**config.mk**
```make
export PLATFORM = sky130hd
export DESIGN_NAME = apb_slave_mem
export DESIGN_NICKNAME = d
export VERILOG_FILES = /design/src/rtl/apb_pkg.sv /design/src/rtl/apb_mem_array.sv /design/src/rtl/apb_slave_mem.sv
export SDC_FILE = /design/constraint.sdc
export NUM_CORES = 2
export LEC_CHECK = 0
export BUFFER_PORTS_ARGS = -buffer_cell sky130_fd_sc_hd__buf_2
export CORE_ASPECT_RATIO = 0.7
export CORE_MARGIN = 1
export CORE_UTILIZATION = 35
export DETAILED_ROUTE_END_ITERATION = 7
export PLACE_DENSITY = 0.6
export SLEW_MARGIN = 15
export SYNTH_ARGS = -nofsm -noshare
export SYNTH_HDL_FRONTEND = slang
export SYNTH_SLANG_ARGS = --single-unit
export TNS_END_PERCENT = 20
```
**constraint.sdc**
```tcl
create_clock -name PCLK -period 2.25 [get_ports PCLK]
set_input_delay 0.3375 -clock PCLK [delete_from_list [all_inputs] [get_ports PCLK]]
set_output_delay 0.3375 -clock PCLK [all_outputs]
set_load 0.02 [all_outputs]
```
**src/rtl/apb_pkg.sv**
```systemverilog
// Shared definitions for the APB slave memory: FSM states, default widths
// and the address error check used by the slave decode.
package apb_pkg;

    typedef enum logic {
        ST_IDLE,
        ST_ACCESS
    } state_t;

    localparam int unsigned ADDR_W_DEF = 8;
    localparam int unsigned DATA_W_DEF = 32;

    // A byte address is bad when it is not word aligned or its word index
    // lies beyond the storage depth.
    function automatic logic addr_err(input logic [31:0] addr, input int unsigned depth);
        return (addr[1:0] != 2'b00) || ((addr >> 2) >= depth);
    endfunction

endpackage

```
**src/rtl/apb_mem_array.sv**
```systemverilog
// Word storage for the APB slave: synchronous write, registered read,
// whole array cleared on reset.
module apb_mem_array #(
    parameter int unsigned DATA_W = 32,
    parameter int unsigned DEPTH  = 64,
    parameter int unsigned IDX_W  = 6
) (
    input  logic              clk,
    input  logic              rst,
    input  logic              wr_en,
    input  logic [IDX_W-1:0]  wr_idx,
    input  logic [DATA_W-1:0] wr_data,
    input  logic              rd_en,
    input  logic              rd_zero,
    input  logic [IDX_W-1:0]  rd_idx,
    output logic [DATA_W-1:0] rd_data
);

    logic [DATA_W-1:0] mem [DEPTH];

    // Storage update: reset clears every word, otherwise one word per write.
    always_ff @(posedge clk) begin
        if (rst) begin
            for (int unsigned i = 0; i < DEPTH; i++) begin
                mem[i] <= '0;
            end
        end else if (wr_en) begin
            mem[wr_idx] <= wr_data;
        end
    end

    // Read register: loads only when asked, holding its value otherwise;
    // an erroneous read loads zero.
    always_ff @(posedge clk) begin
        if (rst) begin
            rd_data <= '0;
        end else if (rd_en) begin
            rd_data <= rd_zero ? '0 : mem[rd_idx];
        end
    end

endmodule

```
**src/rtl/apb_slave_mem.sv**
```systemverilog
// APB slave with internal word memory, programmable wait states and
// error response for misaligned or out-of-range addresses.
module apb_slave_mem
    import apb_pkg::*;
#(
    parameter int unsigned ADDR_W      = ADDR_W_DEF,
    parameter int unsigned DATA_W      = DATA_W_DEF,
    parameter int unsigned DEPTH       = 64,
    parameter int unsigned WAIT_CYCLES = 1
) (
    input  logic              PCLK,
    input  logic              PRESET,
    input  logic              PSEL,
    input  logic              PENABLE,
    input  logic              PWRITE,
    input  logic [ADDR_W-1:0] PADDR,
    input  logic [DATA_W-1:0] PWDATA,
    output logic [DATA_W-1:0] PRDATA,
    output logic              PREADY,
    output logic              PSLVERR
);

    localparam int unsigned IDX_W     = (DEPTH > 1) ? $clog2(DEPTH) : 1;
    localparam logic [3:0]  WAIT_INIT = 4'(WAIT_CYCLES);
    localparam logic        NO_WAIT   = (WAIT_CYCLES == 0);

    state_t            state;
    logic [3:0]        cnt;
    logic [ADDR_W-1:0] addr_q;
    logic              write_q;
    logic [DATA_W-1:0] wdata_q;
    logic              err_q;
    logic              ready_q;
    logic              slverr_q;

    logic              setup;
    logic              cur_err;
    logic              wr_en;
    logic              rd_en;
    logic              rd_zero;
    logic [IDX_W-1:0]  rd_idx;

    // Setup detection, error decode and memory port control. With no wait
    // states PREADY rises on the setup edge itself, so the read register
    // must load from the live PADDR instead of the latched one.
    always_comb begin
        setup   = (state == ST_IDLE) && PSEL && !PENABLE;
        cur_err = addr_err(32'(PADDR), DEPTH);
        wr_en   = (state == ST_ACCESS) && PSEL && PENABLE && ready_q && write_q && !err_q;
        rd_en   = 1'b0;
        rd_zero = err_q;
        rd_idx  = addr_q[IDX_W+1:2];
        if (setup) begin
            rd_en   = NO_WAIT && !PWRITE;
            rd_zero = cur_err;
            rd_idx  = PADDR[IDX_W+1:2];
        end else if ((state == ST_ACCESS) && PSEL && (cnt == 4'd1)) begin
            rd_en   = !write_q;
        end
    end

    // Transfer FSM with wait counter and registered PREADY/PSLVERR.
    always_ff @(posedge PCLK) begin
        if (PRESET) begin
            state    <= ST_IDLE;
            cnt      <= '0;
            addr_q   <= '0;
            write_q  <= 1'b0;
            wdata_q  <= '0;
            err_q    <= 1'b0;
            ready_q  <= 1'b0;
            slverr_q <= 1'b0;
        end else begin
            case (state)
                ST_IDLE: begin
                    ready_q  <= 1'b0;
                    slverr_q <= 1'b0;
                    if (setup) begin
                        state    <= ST_ACCESS;
                        addr_q   <= PADDR;
                        write_q  <= PWRITE;
                        wdata_q  <= PWDATA;
                        err_q    <= cur_err;
                        cnt      <= WAIT_INIT;
                        ready_q  <= NO_WAIT;
                        slverr_q <= NO_WAIT && cur_err;
                    end
                end
                ST_ACCESS: begin
                    if (!PSEL) begin
                        state    <= ST_IDLE;
                        cnt      <= '0;
                        ready_q  <= 1'b0;
                        slverr_q <= 1'b0;
                    end else if (ready_q && PENABLE) begin
                        state    <= ST_IDLE;
                        ready_q  <= 1'b0;
                        slverr_q <= 1'b0;
                    end else if (cnt != 4'd0) begin
                        cnt <= cnt - 4'd1;
                        if (cnt == 4'd1) begin
                            ready_q  <= 1'b1;
                            slverr_q <= err_q;
                        end
                    end
                end
                default: begin
                    state <= ST_IDLE;
                end
            endcase
        end
    end

    assign PREADY  = ready_q;
    assign PSLVERR = slverr_q;

    apb_mem_array #(
        .DATA_W (DATA_W),
        .DEPTH  (DEPTH),
        .IDX_W  (IDX_W)
    ) u_mem (
        .clk     (PCLK),
        .rst     (PRESET),
        .wr_en   (wr_en),
        .wr_idx  (addr_q[IDX_W+1:2]),
        .wr_data (wdata_q),
        .rd_en   (rd_en),
        .rd_zero (rd_zero),
        .rd_idx  (rd_idx),
        .rd_data (PRDATA)
    );

endmodule
```
==> impl_metrics.py <==
metrics = {
    "pwr": {
        "leakage_nw": 45.34,
        "p_per_area_nw_per_um2": 734.0,
        "ir_worst_vdd_mv": 0.6053,
        "p_total_w": 0.08902,
    },
    "clock_network": {
        "cts_root_buf": "clkbuf_16",
        "cts_sinks": 2127,
        "htreeDepth": 4,
        "clkLatencyLatePin_ns": 0.89,
        "cts.path.max_buffers": 4,
        "clk_pin_slew_worst_paths_ns": 0.07,
        "cts_tree": "built",
        "numCtsBuffers": 206,
    },
    "synthesis": {
        "synth_area_um2": 96460,
        "synth-seq-area-share": 0.6540,
        "synth.area.top_cells": "edfxtp_1 (64%), and2_1 (13%), nand2_1 (8.3%), nand3_1 (4.0%), clkbuf_1 (2.3%)",
        "synth_top_cells_by_count": "nand2_1 (2129), and2_1 (2048), edfxtp_1 (2048)",
        "yosysMostFrequentCell": "nand2_1",
        "yosys_warnings": 0,
        "synth_nets": 8792,
        "yosysUniqueCellTypes": 43,
        "synth-async-reset-ratio": 0,
        "syn_inst": 8745,
        "synth_seq_cells": 2127,
        "synth-edff-count": 2048,
        "syn_avg_cell_area_um2": 11.03,
        "yosysTopAreaCell": "edfxtp_1",
        "synth_top_area_frac": 0.6376,
        "synthFlopType": "edfxtp_1",
    },
    "hold_path": {
        "hold_class": "in -> reg",
    },
    "drt": {
        "wl_um": 377800,
        "via_count": 74286,
        "firstDrtPassIters": 7,
        "detail-route-antenna-nets": 0,
        "wl_per_cell_um": 28.47,
        "drc": 0,
        "viasPerCell": 5.598,
        "drt_iter0_drc": 12955,
    },
    "worst_setup_path": {
        "path_class": "reg -> reg",
        "worstPathBufferInverterCount": 6,
        "path_delay_family": "simple AND/OR/NAND/NOR gates",
        "cp.required_ns": 3.05,
        "crit_top_cell": "buf_12",
        "arrival_ns": 4.39,
        "endpoint_kind": "register",
        "crit_chain": "or3b_4 -> buf_16 -> buf_6 -> buf_6 -> nand2_4 -> nand2_8 -> buf_12 -> buf_12 -> buf_12 -> a31oi_4 -> nand4_1 -> nand4_1 -> a221o_1",
        "start_kind": "register",
        "critPathMaxFanout": 21,
        "critPathSlowestCell": "nand4_1",
        "critPathMaxStageDelay_ns": 0.87,
    },
    "sta": {
        "max_clock_freq_ghz": 0.2782,
        "grt_setup_unrepaired": "yes",
        "drv_slew": 0,
        "fin_crit_sh": 1.598,
        "finalHoldWorstSlack_ns": 0.08408,
        "layout_min_cycle_time_ns": 3.594,
        "worst_slack_ns": -1.344,
        "relSlewSlack": 0.2077,
        "hold_viol": 0,
        "finClkSkew_ns": 0.04360,
        "finalSetupViolCount": 2066,
        "tightestPinTransition_ns": 1.189,
    },
    "floorplanning": {
        "ios": 79,
        "initial_utilization": 0.3535,
        "die_h_um": 441.2,
        "dieArea_um2": 277700,
        "rows": 160,
        "fp.dieW_um": 629.5,
        "core-area_um2": 272900,
    },
    "global_routing": {
        "overflow": 0,
        "antenna_found_initial": 45,
        "track_usage": 0.2588,
        "grt_pass1_vias": 68667,
        "grt_max_degree": 88,
        "grt_pass1_wl_um": 516400,
    },
    "place": {
        "portBuffers": 78,
        "globalplace.congestion": 0.9331,
        "dpl.hpwl_um": 232600,
    },
    "finish": {
        "fin_util": 0.4445,
        "nNetsFinal": 9491,
        "drive_above_1_share": 0.1919,
        "synthToLayoutAreaGrowth_pct": 25.73,
    },
    "flow_run": {
        "drv_cap": 0,
    },
    "outcome": {
        "outcome": "finished with violations",
        "failed_checks": "negative setup slack",
    },
}
==> final timing paths <==
path | slack [ns] | endpoint | startpoint | cells after the start
worst min-delay path | 0.08 | write_q$_SDFFE_PP0P_ | PWRITE | 3
worst max-delay path | -1.34 | u_mem.rd_data[3]$_SDFFE_PP0P_ | state$_SDFF_PP0_ | 13
worst max register to register | -1.34 | u_mem.rd_data[3]$_SDFFE_PP0P_ | state$_SDFF_PP0_ | 13
worst min register to register | 0.48 | wdata_q[11]$_SDFFE_PP0P_ | wdata_q[11]$_SDFFE_PP0P_ | 2
==> layout make-up <==
| class | instances | area [um^2] |
|---|---|---|
| Antenna cell | 19 | 47.55 |
| Clock buffer | 288 | 5739 |
| Clock inverter | 81 | 528.0 |
| Fill cell | 24614 | 151600 |
| Inverter | 7 | 26.28 |
| Multi-Input combinational cell | 5793 | 31420 |
| Sequential cell | 2127 | 63120 |
| Tap cell | 3645 | 4561 |
| Timing Repair Buffer | 1309 | 15840 |
==> metal layers <==
metal / part of all wire / wire length (um) / global-route usage
met5: 0.00026 / 99 / 0
met4: 0.034 / 12910 / 0.08495
met3: 0.16 / 60040 / 0.09093
met2: 0.40 / 149900 / 0.3541
met1: 0.41 / 154900 / 0.3780
==> registers in the layout, indices dropped and copies added (netlist names) <==
signal / count
err_q: 1
PREADY: 1
state: 1
addr_q: 6
u_mem.rd_data: 32
cnt: 4
PSLVERR: 1
u_mem.mem: 2048
wdata_q: 32
write_q: 1
==> where the power goes <==
part	total, W	switching [W]	internal (W)	leakage [nW]
Combinational	0.00995	0.00642	0.00353	20.6
Sequential	0.0451	0.000543	0.0446	21.7
Clock	0.0340	0.0156	0.0184	3.07
==> worst reg2reg max path: cells and delay by family (launching register included) <==
family | cells | cell delay (ns)
buffers and inverters | 6 | 0.90
AND/OR/NAND/NOR | 5 | 1.88
flip-flops | 1 | 0.32
AO/OA/AOI/OAI | 2 | 0.42
==> placed cells by master, fill, tap and decap left out, types with 12 or more instances in the layout <==
| cell type | n |
|---|---|
| buf_12 | 285 |
| nand2_2 | 28 |
| buf_8 | 39 |
| nand3_2 | 20 |
| a21oi_1 | 40 |
| nand3_1 | 745 |
| and2_1 | 2044 |
| nand2_1 | 2085 |
| clkbuf_8 | 17 |
| or2_4 | 36 |
| clkinv_1 | 37 |
| a31oi_1 | 236 |
| clkinv_2 | 32 |
| nor2_1 | 15 |
| edfxtp_1 | 2048 |
| nor2_2 | 34 |
| a221o_1 | 32 |
| dlygate4sd3_1 | 38 |
| nor2_4 | 31 |
| buf_4 | 676 |
| a41oi_2 | 20 |
| buf_2 | 78 |
| nand2_4 | 13 |
| dfxtp_2 | 33 |
| buf_6 | 99 |
| nand4_1 | 287 |
| dfxtp_1 | 46 |
| a31oi_2 | 12 |
| clkbuf_16 | 256 |
| clkbuf_1 | 60 |
| bufbuf_16 | 22 |
| buf_16 | 27 |
| diode_2 | 19 |
| or2_2 | 28 |
==> stage by stage <==
| step | area, um^2 | setup WS, ns | TNS [ns] | instances |
|---|---|---|---|---|
| floorplan | 96890 | -0.06186 | -38.97 | 8745 |
| global placement | 109000 | -2.060 | -402.31 | 12616 |
| detailed placement | 109000 | -2.024 | -514.48 | 12616 |
| CTS | 118100 | -1.153 | -221.32 | 13131 |
| global route | 121200 | -1.292 | -229.55 | 13255 |
| finish | 121300 | -1.344 | -152.68 | 13269 |
==> timing repair <==
action | CTS | global route
gates cloned | 33 | 55
hold endpoints to repair | 42 | 0
endpoints found under the setup margin | 2794 | 3699
hold buffers | 38 | 0
resized for setup | 187 | 314
pin swaps | 83 | 154
setup buffers | 80 | 82
==> cell families (layout without fill, tap and decap cells) <==
family	count (synthesis)	in the layout	synth area share
and+or+nand+nor	5405	5405	0.2835
DFF	2127	2127	0.6540
buffers and inverters	825	1685	0.03476
AOI/OAI and AO/OA	375	375	0.02640
muxes	9	9	0.0009340
adders and majority gates	2	2	0.0002594
xor gates and xnor gates	2	2	0.0001816
other	0	19	0
No activity file was read; power rests on OpenSTA's default activity.
